--- config.mk ---
export PLATFORM = sky130hd
export DESIGN_NAME = issue_stage_flat
export DESIGN_NICKNAME = d
export VERILOG_FILES = /design/src/rtl/issue_stage_if.sv /design/src/rtl/issue_stage.sv /design/src/flat_wrapper.sv
export SDC_FILE = /design/constraint.sdc
export NUM_CORES = 1
export LEC_CHECK = 0
export ABC_AREA = 1
export BUFFER_PORTS_ARGS = -buffer_cell sky130_fd_sc_hd__buf_4
export CELL_PAD_IN_SITES_DETAIL_PLACEMENT = 0
export CELL_PAD_IN_SITES_GLOBAL_PLACEMENT = 2
export CORE_ASPECT_RATIO = 0.9
export CORE_MARGIN = 5
export CORE_UTILIZATION = 29
export DETAILED_ROUTE_END_ITERATION = 10
export PLACE_DENSITY = 0.91
export SYNTH_ARGS = -nofsm -noshare
export SYNTH_HDL_FRONTEND = slang
export SYNTH_SLANG_ARGS = --single-unit
export TNS_END_PERCENT = 1
--- constraint.sdc ---
create_clock -name clk -period 5.85 [get_ports clk]
set_clock_uncertainty 0.15 [all_clocks]
set_input_delay 0.585 -clock clk [delete_from_list [all_inputs] [get_ports clk]]
set_output_delay 0.585 -clock clk [all_outputs]
set_load 0.02 [all_outputs]
--- src/rtl/issue_stage_if.sv ---
// Bundle of decode, pending-register-table and execution-unit signals around the issue slot.
// The master side is the issue stage itself; the slave side is its surrounding pipeline.
interface issue_stage_if #(
  parameter int PAYLOAD_W = 64
);
  logic                 in_valid;
  logic                 in_ready;
  logic [5:0]           in_rs1;
  logic [5:0]           in_rs2;
  logic [5:0]           in_rd;
  logic                 in_rs1_used;
  logic                 in_rs2_used;
  logic                 in_rd_used;
  logic                 in_unit;
  logic [PAYLOAD_W-1:0] in_payload;
  logic                 flush;
  logic [63:0]          reg_busy;
  logic [5:0]           busy_rn;
  logic                 busy_en;
  logic                 ex0_valid;
  logic                 ex1_valid;
  logic                 ex0_ready;
  logic                 ex1_ready;
  logic [PAYLOAD_W-1:0] ex_payload;
  logic [5:0]           ex_rd;
  logic [31:0]          stall_cycles;

  modport master (
    input  in_valid, in_rs1, in_rs2, in_rd, in_rs1_used, in_rs2_used, in_rd_used,
           in_unit, in_payload, flush, reg_busy, ex0_ready, ex1_ready,
    output in_ready, busy_rn, busy_en, ex0_valid, ex1_valid, ex_payload, ex_rd,
           stall_cycles
  );

  modport slave (
    output in_valid, in_rs1, in_rs2, in_rd, in_rs1_used, in_rs2_used, in_rd_used,
           in_unit, in_payload, flush, reg_busy, ex0_ready, ex1_ready,
    input  in_ready, busy_rn, busy_en, ex0_valid, ex1_valid, ex_payload, ex_rd,
           stall_cycles
  );
endinterface

--- src/rtl/issue_stage.sv ---
// Single-slot in-order issue stage: holds one decoded instruction, blocks on RAW/WAW
// hazards against the pending register table, and marks the destination busy on dispatch.
module issue_stage #(
  parameter int PAYLOAD_W = 64
) (
  input  logic          clk,
  input  logic          rst,
  issue_stage_if.master bus
);
  typedef enum logic {EMPTY, HELD} state_t;

  state_t               state_reg, state_next;
  logic [5:0]           rs1_reg, rs2_reg, rd_reg;
  logic                 rs1_used_reg, rs2_used_reg, unit_reg;
  logic [PAYLOAD_W-1:0] payload_reg;
  logic [31:0]          stall_reg;

  logic slot_valid, hazard, offer, ex0_valid_int, ex1_valid_int, fire, in_ready_int, capture;

  assign slot_valid = (state_reg == HELD);

  // rd is stored as 0 when unused, so a zero rd never produces a WAW hazard
  always_comb begin
    hazard = (rs1_used_reg && (rs1_reg != 6'd0) && bus.reg_busy[rs1_reg]) ||
             (rs2_used_reg && (rs2_reg != 6'd0) && bus.reg_busy[rs2_reg]) ||
             ((rd_reg != 6'd0) && bus.reg_busy[rd_reg]);
    offer         = slot_valid && !hazard && !bus.flush;
    ex0_valid_int = offer && !unit_reg;
    ex1_valid_int = offer && unit_reg;
    fire          = (ex0_valid_int && bus.ex0_ready) || (ex1_valid_int && bus.ex1_ready);
    in_ready_int  = !bus.flush && (!slot_valid || fire);
    capture       = bus.in_valid && in_ready_int;
  end

  always_comb begin
    state_next = state_reg;
    case (state_reg)
      EMPTY: if (capture) state_next = HELD;
      HELD: begin
        if (bus.flush)            state_next = EMPTY;
        else if (fire && !capture) state_next = EMPTY;
      end
      default: state_next = EMPTY;
    endcase
  end

  always_ff @(posedge clk or posedge rst) begin
    if (rst) state_reg <= EMPTY;
    else     state_reg <= state_next;
  end

  always_ff @(posedge clk or posedge rst) begin
    if (rst) begin
      rs1_reg      <= '0;
      rs2_reg      <= '0;
      rd_reg       <= '0;
      rs1_used_reg <= 1'b0;
      rs2_used_reg <= 1'b0;
      unit_reg     <= 1'b0;
      payload_reg  <= '0;
    end else if (capture) begin
      rs1_reg      <= bus.in_rs1;
      rs2_reg      <= bus.in_rs2;
      rd_reg       <= bus.in_rd_used ? bus.in_rd : 6'd0;
      rs1_used_reg <= bus.in_rs1_used;
      rs2_used_reg <= bus.in_rs2_used;
      unit_reg     <= bus.in_unit;
      payload_reg  <= bus.in_payload;
    end
  end

  always_ff @(posedge clk or posedge rst) begin
    if (rst)
      stall_reg <= '0;
    else if (slot_valid && !fire && !bus.flush && (stall_reg != 32'hFFFF_FFFF))
      stall_reg <= stall_reg + 32'd1;
  end

  assign bus.in_ready     = in_ready_int;
  assign bus.ex0_valid    = ex0_valid_int;
  assign bus.ex1_valid    = ex1_valid_int;
  assign bus.busy_en      = fire && (rd_reg != 6'd0);
  assign bus.busy_rn      = fire ? rd_reg : 6'd0;
  assign bus.ex_payload   = slot_valid ? payload_reg : '0;
  assign bus.ex_rd        = slot_valid ? rd_reg : 6'd0;
  assign bus.stall_cycles = stall_reg;
endmodule

--- src/flat_wrapper.sv ---
// flat-port wrapper written by rule: the top's interface ports become plain ports
module issue_stage_flat 
#(
  parameter int PAYLOAD_W = 64
)
  (clk, rst, bus_in_valid, bus_in_rs1, bus_in_rs2, bus_in_rd, bus_in_rs1_used, bus_in_rs2_used, bus_in_rd_used, bus_in_unit, bus_in_payload, bus_flush, bus_reg_busy, bus_ex0_ready, bus_ex1_ready, bus_in_ready, bus_busy_rn, bus_busy_en, bus_ex0_valid, bus_ex1_valid, bus_ex_payload, bus_ex_rd, bus_stall_cycles);
  issue_stage_if #(.PAYLOAD_W(PAYLOAD_W)) bus_i ();
  input  logic clk;
  input  logic rst;
  input wire logic [$bits(bus_i.in_valid)-1:0] bus_in_valid;
  input wire logic [$bits(bus_i.in_rs1)-1:0] bus_in_rs1;
  input wire logic [$bits(bus_i.in_rs2)-1:0] bus_in_rs2;
  input wire logic [$bits(bus_i.in_rd)-1:0] bus_in_rd;
  input wire logic [$bits(bus_i.in_rs1_used)-1:0] bus_in_rs1_used;
  input wire logic [$bits(bus_i.in_rs2_used)-1:0] bus_in_rs2_used;
  input wire logic [$bits(bus_i.in_rd_used)-1:0] bus_in_rd_used;
  input wire logic [$bits(bus_i.in_unit)-1:0] bus_in_unit;
  input wire logic [$bits(bus_i.in_payload)-1:0] bus_in_payload;
  input wire logic [$bits(bus_i.flush)-1:0] bus_flush;
  input wire logic [$bits(bus_i.reg_busy)-1:0] bus_reg_busy;
  input wire logic [$bits(bus_i.ex0_ready)-1:0] bus_ex0_ready;
  input wire logic [$bits(bus_i.ex1_ready)-1:0] bus_ex1_ready;
  output wire logic [$bits(bus_i.in_ready)-1:0] bus_in_ready;
  output wire logic [$bits(bus_i.busy_rn)-1:0] bus_busy_rn;
  output wire logic [$bits(bus_i.busy_en)-1:0] bus_busy_en;
  output wire logic [$bits(bus_i.ex0_valid)-1:0] bus_ex0_valid;
  output wire logic [$bits(bus_i.ex1_valid)-1:0] bus_ex1_valid;
  output wire logic [$bits(bus_i.ex_payload)-1:0] bus_ex_payload;
  output wire logic [$bits(bus_i.ex_rd)-1:0] bus_ex_rd;
  output wire logic [$bits(bus_i.stall_cycles)-1:0] bus_stall_cycles;
  assign bus_i.in_valid = bus_in_valid;
  assign bus_i.in_rs1 = bus_in_rs1;
  assign bus_i.in_rs2 = bus_in_rs2;
  assign bus_i.in_rd = bus_in_rd;
  assign bus_i.in_rs1_used = bus_in_rs1_used;
  assign bus_i.in_rs2_used = bus_in_rs2_used;
  assign bus_i.in_rd_used = bus_in_rd_used;
  assign bus_i.in_unit = bus_in_unit;
  assign bus_i.in_payload = bus_in_payload;
  assign bus_i.flush = bus_flush;
  assign bus_i.reg_busy = bus_reg_busy;
  assign bus_i.ex0_ready = bus_ex0_ready;
  assign bus_i.ex1_ready = bus_ex1_ready;
  assign bus_in_ready = bus_i.in_ready;
  assign bus_busy_rn = bus_i.busy_rn;
  assign bus_busy_en = bus_i.busy_en;
  assign bus_ex0_valid = bus_i.ex0_valid;
  assign bus_ex1_valid = bus_i.ex1_valid;
  assign bus_ex_payload = bus_i.ex_payload;
  assign bus_ex_rd = bus_i.ex_rd;
  assign bus_stall_cycles = bus_i.stall_cycles;
  issue_stage #(.PAYLOAD_W(PAYLOAD_W)) u_core (.clk(clk), .rst(rst), .bus(bus_i));
endmodule
### Word level (Yosys, flattened, before mapping)

Index checks and enable logic that the tools add are counted.

* bits in registers: 118
* output and inout bits: 112
* logic and storage cells: 60

* add/subtract/negate cells: 1
* $lt $le $gt $ge: 3
* equality and inequality tests: 1
* mux-type cells: 14
* bitwise logic cells: 1
* reduce and logical (&&, ||, !) cells: 31

Operators with widths (count)
* $mux W64: 1
* $add A32 B1 Y32 const B: 1
* $ne A32 B32 Y1 const B: 1
* $lt A6 B7 Y1 const B: 3
* $bmux W1 S6: 3
* $logic_and A1 B1 Y1: 18
* $mux W6: 3
* $reduce_bool A6 Y1: 3
* $logic_not A1 Y1: 6
* $mux W1: 6
* $logic_or A1 B1 Y1: 4
* $pmux W1 S2: 1
* $not A1 Y1: 1

### Longest topological paths before layout

Gate-level depths: netlist of the first run.

* word-level depth: 19
* mapped depth: 21

### Least setup slack after synthesis of the first run

No wires, ideal clock.

* kind: in2out
* from: input port bus_reg_busy[8]
* to: output port bus_busy_en
* arrival time: 2259 ps
* slack: 2856 ps
* stages: 15
* path buffers: 1
* cells stage by stage: or2_2 nand3_1 nand3_1 nand3_1 nand3_1 nand2_1 nand2_1 nand3_1 nand2_1 nor2_1 nand3_1 nand2_1 inv_2 buf_2 a31oi_1

* cells in the longest elaborated chain, start to end: 12
* elaborated cells on any way between the ends: 20
* those cells by class: 6 x mux; 14 x reduce/logical

RTL lines
* start: declaration: RTL line flat_wrapper.sv:20 `input wire logic [$bits(bus_i.reg_busy)-1:0] bus_reg_busy;`
* $bmux W1 S6, on equally long branches: RTL line issue_stage.sv:24, issue_stage.sv:25
* $mux W1, on equally long branches: RTL line issue_stage.sv:24, issue_stage.sv:25
* $logic_and A1 B1 Y1, on equally long branches: RTL line issue_stage.sv:24, issue_stage.sv:25
* $logic_or A1 B1 Y1: RTL line issue_stage.sv:24 `hazard = (rs1_used_reg && (rs1_reg != 6'd0) && bus.reg_busy[rs1_reg]) ||`
* $logic_or A1 B1 Y1 (*): RTL line issue_stage.sv:25 `(rs2_used_reg && (rs2_reg != 6'd0) && bus.reg_busy[rs2_reg]) ||`
* $logic_not A1 Y1 (*): RTL line issue_stage.sv:27 `offer = slot_valid && !hazard && !bus.flush;`
* $logic_and A1 B1 Y1 (*) (2 in a row): RTL line issue_stage.sv:27
* $logic_and A1 B1 Y1, on equally long branches: RTL line issue_stage.sv:28, issue_stage.sv:29
* $logic_and A1 B1 Y1: RTL line issue_stage.sv:30 `fire = (ex0_valid_int && bus.ex0_ready) || (ex1_valid_int && bus.ex1_ready);`
* $logic_or A1 B1 Y1 (*): RTL line issue_stage.sv:30
* $logic_and A1 B1 Y1 (*): RTL line issue_stage.sv:82 `assign bus.busy_en = fire && (rd_reg != 6'd0);`
* end: declaration: RTL line flat_wrapper.sv:25 `output wire logic [$bits(bus_i.busy_en)-1:0] bus_busy_en;`

Every way passes the cells marked *; elsewhere a longest branch is shown, timed or not. The select of a mux whose other input is x is not followed.

### Final worst setup path of the first run

* from: register u_core.rs1_reg[0]
* to: output port bus_busy_rn[3]

* cells in the longest elaborated chain, start to end: 12
* elaborated cells on any way between the ends: 16
* those cells by class: 3 x mux; 13 x reduce/logical

RTL lines
* start: declaration: RTL line issue_stage.sv:13 `logic [5:0] rs1_reg, rs2_reg, rd_reg;`
* start signal: assignment: RTL line issue_stage.sv:62 `rs1_reg <= bus.in_rs1;`
* $bmux W1 S6 / $reduce_bool A6 Y1 (equally long branches): RTL line issue_stage.sv:24
* $mux W1 (implied by the code) / $logic_and A1 B1 Y1 (equally long branches): RTL line issue_stage.sv:24
* $logic_and A1 B1 Y1 (*): RTL line issue_stage.sv:24
* $logic_or A1 B1 Y1 (*): RTL line issue_stage.sv:24
* $logic_or A1 B1 Y1 (*): RTL line issue_stage.sv:25
* $logic_not A1 Y1 (*): RTL line issue_stage.sv:27
* $logic_and A1 B1 Y1 (*) (2 in a row): RTL line issue_stage.sv:27
* $logic_and A1 B1 Y1, on equally long branches: RTL line issue_stage.sv:28, issue_stage.sv:29
* $logic_and A1 B1 Y1: RTL line issue_stage.sv:30
* $logic_or A1 B1 Y1 (*): RTL line issue_stage.sv:30
* $mux W6 (*): RTL line issue_stage.sv:83 `assign bus.busy_rn = fire ? rd_reg : 6'd0;`
* end: declaration: RTL line flat_wrapper.sv:24 `output wire logic [$bits(bus_i.busy_rn)-1:0] bus_busy_rn;`

Marks and branches as above.

==> impl_metrics.json, run 1 <==
{
  "ctsHoldBuffers": 0,
  "multi_input_area_um2": 4415,
  "peakVddDrop_mv": 0.1438,
  "totalPowerFinal_mw": 3.229,
  "yosysTopAreaCell": "dfrtp_1",
  "crit_top_cell": "nand3_1",
  "grt_pass1_vias": 9424,
  "viasPerCell": 4.913,
  "synth_cell_types": 28,
  "worst_slew_pin_slew_ns": 1.109,
  "leakagePower_nw": 6.277,
  "cpLargestDelayFamily": "simple AND/OR/NAND/NOR gates",
  "fmax_mhz": 210.9,
  "synth.avg_cell_area_um2": 6.328,
  "drtAntennaViolNets": 0,
  "path_clk_slew_ns": 0.07,
  "largest_reg_flops": 64,
  "post-cts-setup-buffers": 0,
  "fp.dieH_um": 171.6,
  "timing.final.crit_share": 0.8106,
  "drc": 0,
  "cp-start-kind": "flop",
  "worstSetupPathType": "reg -> out",
  "cp.required_ns": 5.12,
  "drtIter0Drc": 724,
  "syn_inst": 1329,
  "synth.net_count": 1486,
  "initial_core_util": 0.2921,
  "fill_cells": 3189,
  "cp_slowest_cell": "dfrtp_1",
  "ys_seq_area_frac": 0.3511,
  "relSlewSlack": 0.2606,
  "cts_tree": "built",
  "ioPinCount": 268,
  "numCtsBuffers": 17,
  "yosysWarnings": 0,
  "routed_wl_um": 33390,
  "setup_tns_ns": 0,
  "chipWidth_um": 189.5,
  "h-tree-depth": 4,
  "worstPathMaxFanout": 36,
  "synth_top_area_frac": 0.3511,
  "fin_util": 0.3849,
  "vias": 9429,
  "grt_max_degree": 89,
  "path_cells": "inv_2 -> nand2_1 -> nand3_1 -> nand3_1 -> nand3_1 -> nand3_1 -> nand2_1 -> nand2_1 -> nand3_1 -> nand2_1 -> nor2_1 -> nand3_1 -> nand2_1 -> inv_2 -> nor2_1 -> buf_4",
  "finalSetupViolations": 0,
  "clock_sinks": 118,
  "ys_ff_latch": 118,
  "io_buffers": 267,
  "nNetsFinal": 1694,
  "cts.path.max_buffers": 2,
  "cellPowerDensity_nw_per_um2": 291.4,
  "track_usage": 0.2024,
  "core_um2": 28790,
  "max_stage_delay_ns": 0.98,
  "cap_violations": 0,
  "synthTopCellsByArea": "dfrtp_1 35%, nand2_1 24%, nand3_1 7.3%",
  "rsz0062_at_grt": "false",
  "rows": 59,
  "hpwl_um": 23940,
  "fin_crit_ns": 4.742,
  "areaGrowthSynthToFinish_pct": 31.75,
  "antenna_found_initial": 6,
  "outcome": "completed",
  "die_area_um2": 32510,
  "post_cts_resized": 0,
  "hold_viol_final": 0,
  "wl_per_cell_um": 17.40,
  "critical_path.endpoint_type": "primary output",
  "drt_pass1_iterations": 5,
  "place_area_um2": 10520,
  "gp_congestion": 0.9160,
  "seq_area_um2": 2954,
  "slew_viol_final": 0,
  "worstSkewPairLatency_ns": 0.42,
  "drive_gt1_frac": 0.2066,
  "grt.overflow.total": 0,
  "hold_class": "in -> async",
  "final_area_um2": 11080,
  "grt_pass1_wl_um": 52740,
  "syn_area_um2": 8411,
  "clockRootBuffer": "clkbuf_16",
  "path_buf_inv": 3,
  "worstPathArrival_ns": 4.01
}
per-stage QoR:
stage	hold slack, ns	setup WS (ns)	instances
2_1_floorplan	0.2856	1.986	1329
3_3_place_gp	0.3030	1.439	1884
3_5_place_dp	0.3078	1.343	1884
4_1_cts	0.2413	1.034	1915
5_1_grt	0.2556	0.6999	1919
6_report	0.2029	1.108	1919
layout by cell type, fill, tap and decap left out, drive strengths merged, types with 4 or more instances in the layout:
| cell | n |
|---|---|
| nand3 | 125 |
| xor2 | 18 |
| clkbuf | 17 |
| nand4 | 95 |
| dfrtp | 118 |
| nor3 | 17 |
| clkinv | 6 |
| nor4 | 9 |
| inv | 169 |
| clkinvlp | 4 |
| buf | 275 |
| nor2 | 64 |
| diode | 4 |
| a21oi | 25 |
| o21ai | 35 |
| xnor2 | 11 |
| o211ai | 23 |
| nand2 | 531 |
layout make-up:
| type | instances | share of cell area |
|---|---|---|
| Clock inverter | 14 | 0.01152 |
| Sequential cell | 118 | 0.2666 |
| Inverter | 166 | 0.05646 |
| Timing Repair Buffer | 275 | 0.1863 |
| Clock buffer | 17 | 0.03839 |
| Tap cell | 366 | 0.04133 |
| Antenna cell | 4 | 0.0009033 |
| Multi-Input combinational cell | 959 | 0.3985 |
metal layers:
| layer | GRT usage | up-vias | wire, um |
|---|---|---|---|
| li1 | - | 4666 | - |
| met3 | 0.04667 | 35 | 2208 |
| met2 | 0.3297 | 279 | 15800 |
| met4 | 0.05535 | 4 | 561 |
| met1 | 0.2724 | 4445 | 14780 |
| met5 | 0 | - | 40 |
cells in the mapped netlist:
cell and n:
xor2_1 18, nor2_1 64, a31oi_1 2, a21oi_1 25, dfrtp_1 118, nor4_1 9
inv_2 7, nor3_1 17, or2_2 1, nand3_2 2, ha_1 1, buf_4 6
buf_6 7, clkbuf_1 31, xnor2_1 11, o21ai_1 6, buf_2 41, a21boi_1 1
o211ai_1 23, nand4_1 95, nand2_1 530, nand2_4 1, inv_1 158, nor3b_1 1
o21ai_0 29, clkinv_1 1, buf_1 1, nand3_1 123
power by group:
part | switching [mW] | total [mW] | internal (mW)
registers | 0.180 | 1.13 | 0.953
logic | 0.682 | 1.09 | 0.409
clock network | 0.419 | 1.00 | 0.585
logic make-up after synthesis:
group | after synthesis | synth area share
AND/OR/NAND/NOR | 843 | 0.4311
adder cells (fa/ha/maj) | 1 | 0.001487
AO/OA/AOI/OAI | 86 | 0.05861
flip-flops | 118 | 0.3511
buffers and inverters | 252 | 0.1275
XOR/XNOR | 29 | 0.03020
path summary, 6_finish.rpt:
check / from / to / slack [ns] / cells past startpoint
setup / recovery: u_core.rs1_reg[0]$_DFFE_PP0P_ / bus_busy_rn[3] / 1.11 / 16
hold / removal: rst / u_core.bus.stall_cycles[16]$_DFFE_PP0P_ / 0.20 / 2
setup reg to reg: u_core.rs1_reg[0]$_DFFE_PP0P_ / u_core.rs2_reg[1]$_DFFE_PP0P_ / 1.31 / 17
hold reg to reg: u_core.payload_reg[14]$_DFFE_PP0P_ / u_core.payload_reg[14]$_DFFE_PP0P_ / 0.32 / 2
max in group asynchronous: rst / u_core.payload_reg[50]$_DFFE_PP0P_ / 4.11 / 3
min in group clk: bus_in_payload[41] / u_core.payload_reg[41]$_DFFE_PP0P_ / 0.26 / 3
Note: power is estimated with default switching activity, not from simulation.
==> inputs of run 2 (changes only) <==
ABC_AREA = 0   (was 1)
CORE_UTILIZATION = 31   (was 29)
PLACE_DENSITY = 0.85   (was 0.91)
clock period = 4.59 ns   (was 5.85 ns; I/O delays follow)
==> impl_metrics.json, run 2 <==
{
  "finalSetupViolations": 0,
  "synth.avg_cell_area_um2": 11.79,
  "fmax_mhz": 233.3,
  "drc": 0,
  "antenna_found_initial": 1,
  "cts_tree": "built",
  "hpwl_um": 18310,
  "grt.overflow.total": 0,
  "hold_path_depth": 2,
  "rows": 52,
  "cp-start-kind": "flop",
  "grt_pass1_vias": 6189,
  "layout_commonest_cell": "buf_4",
  "slew_viol_final": 0,
  "leakagePower_nw": 4.710,
  "yosysTopAreaCell": "dfrtp_1",
  "timing.final.crit_share": 0.9337,
  "yosysWarnings": 0,
  "p_int_mw": 2.602,
  "worstSetupPathType": "reg -> out",
  "rrSetupSlack_ns": 0.71,
  "initial_core_util": 0.3159,
  "ioPinCount": 268,
  "yosysMostFrequentCell": "dfrtp_1",
  "max_stage_delay_ns": 0.76,
  "synthTopCellsByArea": "dfrtp_1 42%, mux4_2 12%, mux2_1 7.0%",
  "dp_cells": 1138,
  "chipWidth_um": 169.6,
  "worstSkewPairLatency_ns": 0.41,
  "outcome": "completed",
  "h-tree-depth": 4,
  "grt_pass1_wl_um": 36780,
  "largest_reg_flops": 64,
  "drt_pass1_iterations": 5,
  "final_area_um2": 10000,
  "peakVddDrop_mv": 0.3055,
  "fin_crit_ns": 4.286,
  "hold_class": "in -> reg",
  "vias": 6018,
  "relSlewSlack": 0.3813,
  "worstPathArrival_ns": 3.68,
  "finalNonFillerCells": 1172,
  "wl_per_cell_um": 20.32,
  "hold_ws_ns": 0.1056,
  "cap_violations": 0,
  "track_usage": 0.1800,
  "die_area_um2": 26070,
  "async_flop_share": 1.000,
  "drtAntennaViolNets": 0,
  "seqPwrFrac": 0.372,
  "io_buffers": 267,
  "worstPathMaxFanout": 32,
  "crit_top_cell": "buf_4",
  "areaGrowthSynthToFinish_pct": 40.70,
  "clock_sinks": 118,
  "grt_max_degree": 65,
  "p_switching_mw": 1.235,
  "ys_ff_latch": 118,
  "yosys_most_used_dff": "dfrtp_1",
  "synth_edf_count": 0,
  "routed_wl_um": 23810,
  "syn_inst": 603,
  "drive_gt1_frac": 0.4542,
  "synth.net_count": 760,
  "path_clk_slew_ns": 0.06,
  "numCtsBuffers": 17,
  "cp.required_ns": 3.98,
  "hold_viol_final": 0,
  "core_um2": 22510,
  "netSwitchingFraction": 0.3220,
  "final_cell_mix": "277 x buf_4, 116 x dfrtp_1, 66 x and2_1",
  "gp_congestion": 0.8810,
  "cellPowerDensity_nw_per_um2": 383.5,
  "drtIter0Drc": 408,
  "p_comb_frac": 0.292,
  "place_area_um2": 9413,
  "rsz0062_at_grt": "false",
  "post-cts-setup-buffers": 0,
  "viasPerCell": 5.135,
  "clock_power_share": 0.336,
  "ys_seq_area_frac": 0.4153,
  "cts.path.max_buffers": 2,
  "critical_path.endpoint_type": "primary output",
  "path_cells": "buf_4 -> mux4_2 -> nand2b_1 -> a31oi_1 -> o32ai_4 -> nor3_4 -> buf_4 -> nor2_1 -> nor2_1 -> buf_4",
  "synth_top_area_frac": 0.4153,
  "reg2reg_depth": 9,
  "synth_commonest_cells": "118 x dfrtp_1, 66 x and2_1, 47 x mux2i_1",
  "syn_area_um2": 7111,
  "fp.dieH_um": 153.7,
  "clockRootBuffer": "clkbuf_16",
  "synth_cell_types": 50,
  "worst_slew_pin_slew_ns": 0.9281,
  "cp_slowest_cell": "dfrtp_1",
  "setup_tns_ns": 0,
  "nNetsFinal": 1018
}
run 2: logic make-up (layout without fill, tap and decap cells):
logic type               count (synthesis)  after routing  synth area share
other                                    0              1                 0
AO/OA/AOI/OAI                           30             30           0.03678
flip-flops                             118            118            0.4153
XOR/XNOR                                31             31           0.03818
multiplexers                           166            166            0.3132
buffers and inverters                   52            323           0.03379
adder cells (fa/ha/maj)                  1              1          0.001759
AND/OR/NAND/NOR                        205            205            0.1610
run 2: worst paths after layout:
path | from | endpoint
setup / recovery | u_core.rs2_reg[1]$_DFFE_PP0P_ | bus_in_ready
hold / removal | bus_in_payload[28] | u_core.payload_reg[28]$_DFFE_PP0P_
setup reg to reg | u_core.rs2_reg[1]$_DFFE_PP0P_ | u_core.rs1_reg[0]$_DFFE_PP0P_
hold reg to reg | u_core.payload_reg[27]$_DFFE_PP0P_ | u_core.payload_reg[27]$_DFFE_PP0P_
max in group asynchronous | rst | u_core.rd_reg[5]$_DFFE_PP0P_
min in group asynchronous | rst | u_core.payload_reg[53]$_DFFE_PP0P_
run 2: what timing repair did:
action / 4_1_cts / 5_1_grt
hold buffers: 1 / 0
endpoints found under the hold margin: 37 / 0
gates resized for setup: 0 / 2
endpoints found under the setup margin: 0 / 1
run 2: through the flow:
step,power (mW),setup WS [ns],util
final,3.837,0.3043,0.4444
after global routing,4.044,0.02227,0.4444
after CTS,3.883,0.1455,0.4442
after detailed placement,2.568,0.5721,0.4181
after global placement,2.554,0.6333,0.4181
after floorplan,2.114,0.8519,-
run 2: layout make-up:
type,instances,area (um^2)
well taps,297,371.6
inverters,11,43.79
fillers,2137,12510
repair buffers,280,2130
flip-flops and latches,118,2955
diodes,1,2.502
multi-input cells,433,3925
clock buffers,19,452.9
clock inverters,13,123.9
run 2: critical path, delay by kind of cell (launching register included):
family          cells  cell delay [ns]
flops               1             0.76
buf+inv             3             0.76
simple gates        4             0.65
compound gates      2             0.61
mux                 1             0.48
run 2: power groups by stage:
stage               clock, mW  sequential [mW]  combinational [mW]
finish                   1.29             1.43                1.12
global placement            0             1.44                1.12
global route             1.37             1.46                1.21
CTS                      1.33             1.43                1.13
detailed placement          0             1.44                1.12
floorplan                   0             1.33               0.779
run 2: routing by layer:
metal,global-route usage,vias to the layer above,share of wire
met2,0.2718,312,0.45
met4,0.04216,0,0.012
met5,0,-,0
li1,-,2741,-
met3,0.07112,23,0.12
met1,0.2439,2942,0.42
==> inputs of run 3 (changes only) <==
PLACE_DENSITY = unset   (was 0.85)
PLACE_DENSITY_LB_ADDON = 0.25   (was unset)
==> impl_metrics.json, run 3 (synthesis gave the netlist of run 2 again) <==
{
  "reg2reg_depth": 9,
  "cap_violations": 0,
  "fin_crit_ns": 4.306,
  "p_switching_mw": 1.238,
  "worstSetupPathType": "reg -> out",
  "drtIter0Drc": 317,
  "reg2reg_from": "u_core.rs2_reg[1]$_DFFE_PP0P_",
  "drtAntennaViolNets": 0,
  "r2r_end": "u_core.payload_reg[49]$_DFFE_PP0P_",
  "finalNonFillerCells": 1168,
  "finalSetupViolations": 0,
  "setup_slack_ns": 0.2841,
  "viasPerCell": 5.074,
  "ioPinCount": 268,
  "wl_per_cell_um": 20.24,
  "hold_viol_final": 0,
  "io_buffers": 267,
  "hold_path_depth": 2,
  "nNetsFinal": 1015,
  "fmax_mhz": 232.2,
  "seqPwrFrac": 0.364,
  "areaGrowthSynthToFinish_pct": 40.67,
  "leakagePower_nw": 4.712,
  "place_ws_ns": 0.5857,
  "critical_path.endpoint_type": "primary output",
  "timing.final.crit_share": 0.9381,
  "drive_gt1_frac": 0.4489,
  "cp.required_ns": 3.98,
  "clock_power_share": 0.350,
  "slew_viol_final": 0,
  "grt_pass1_vias": 6231,
  "outcome": "completed",
  "final_area_um2": 10000,
  "multi_input_area_um2": 3925,
  "worstSkewPairLatency_ns": 0.41,
  "cp-start-kind": "flop",
  "fill_cells": 2157,
  "dp_cells": 1135,
  "cts_tree": "built",
  "largest_reg_flops": 64,
  "rows": 52,
  "seq_area_um2": 2953,
  "fp.dieH_um": 153.7,
  "rrSetupSlack_ns": 0.51,
  "p_comb_frac": 0.285,
  "post-cts-setup-buffers": 0,
  "rsz0062_at_grt": "false",
  "chipWidth_um": 169.6,
  "netSwitchingFraction": 0.3153,
  "routed_wl_um": 23650,
  "place_area_um2": 9378,
  "drc": 0,
  "initial_core_util": 0.3159,
  "worstPathMaxFanout": 17,
  "h-tree-depth": 4,
  "post_cts_resized": 0,
  "hp-start": "bus_in_rs1[4]",
  "worst_slew_pin_slew_ns": 1.001,
  "totalPowerFinal_mw": 3.927,
  "track_usage": 0.1775,
  "path_clk_slew_ns": 0.06,
  "hold_class": "in -> reg",
  "layout_commonest_cell": "buf_4",
  "gp_congestion": 0.8444,
  "cellPowerDensity_nw_per_um2": 392.6,
  "cts.path.max_buffers": 2,
  "hpwl_um": 18090,
  "core_um2": 22510,
  "grt_max_degree": 76,
  "grt_pass1_wl_um": 36240,
  "clock_sinks": 118,
  "n_antenna_cell": 0,
  "peakVddDrop_mv": 0.2229,
  "grt.overflow.total": 0,
  "die_area_um2": 26070,
  "final_cell_mix": "275 x buf_4, 118 x dfrtp_1, 66 x and2_1",
  "vias": 5926,
  "drt_pass1_iterations": 5,
  "clockRootBuffer": "clkbuf_16",
  "antenna_found_initial": 1,
  "relSlewSlack": 0.3330,
  "numCtsBuffers": 17,
  "ctsHoldBuffers": 1,
  "setup_tns_ns": 0,
  "p_int_mw": 2.689,
  "min_to": "u_core.rs1_reg[4]$_DFFE_PP0P_",
  "worstPathArrival_ns": 3.70
}
run 3: cell types whose count changed in the layout (fill, tap and decap cells not counted), sizes merged:
cell      delta
clkinv       -2
bufinv       +2
inv          +1
diode        -1
clkinvlp     -1
buf          -3
run 3: per-layer routing:
layer  share of wire  GRT usage  up-vias
met1            0.43     0.2366     2973
met5         0.00085          0        -
met4          0.0098    0.04101        2
met3           0.081    0.04981       15
li1                -          -     2710
met2            0.48     0.2877      226
run 3: final cells by class:
type / count / area share
Clock buffer: 19 / 0.04428
Clock inverter: 13 / 0.01714
Inverter: 11 / 0.004378
Multi-Input combinational cell: 433 / 0.3924
Tap cell: 297 / 0.03715
Timing Repair Buffer: 277 / 0.2094
Sequential cell: 118 / 0.2952
run 3: critical path, cell delays in order (launching register included):
cell and delay (ns):
dfrtp_1 0.91, mux4_2 0.43, mux2i_1 0.24, mux2i_1 0.19, a2111oi_4 0.45, o32ai_4 0.22, nor3_4 0.31, a21boi_0 0.31
buf_4 0.20
run 3: worst max-delay path by stage:
| stage | start | to | slack [ns] | depth (start not counted) |
|---|---|---|---|---|
| finish | u_core.rd_reg[2]$_DFFE_PP0P_ | bus_busy_en | 0.28 | 8 |
| global route | u_core.rs2_reg[0]$_DFFE_PP0P_ | bus_busy_en | 0.15 | 8 |
| CTS | u_core.rs2_reg[0]$_DFFE_PP0P_ | bus_busy_en | 0.32 | 8 |
| detailed placement | u_core.rs2_reg[1]$_DFFE_PP0P_ | u_core.payload_reg[59]$_DFFE_PP0P_ | 0.59 | 9 |
| global placement | u_core.rs2_reg[1]$_DFFE_PP0P_ | u_core.payload_reg[56]$_DFFE_PP0P_ | 0.74 | 9 |
| floorplan | rst | u_core.bus.stall_cycles[0]$_DFFE_PP0P_ | 0.85 | 1 |
run 3: power by group through the flow:
stage / sequential [mW] / clock (mW) / combinational (mW)
CTS: 1.43 / 1.42 / 1.13
global placement: 1.43 / 0 / 1.11
finish: 1.43 / 1.38 / 1.12
floorplan: 1.33 / 0 / 0.779
global route: 1.46 / 1.47 / 1.21
detailed placement: 1.44 / 0 / 1.13
run 3: metrics by stage:
step                        util  hold slack, ns
after CTS                 0.4443         0.09002
after global placement    0.4166          0.3146
after floorplan                -          0.3056
after detailed placement  0.4166          0.3226
final                     0.4443          0.1076
after global routing      0.4443         0.09072
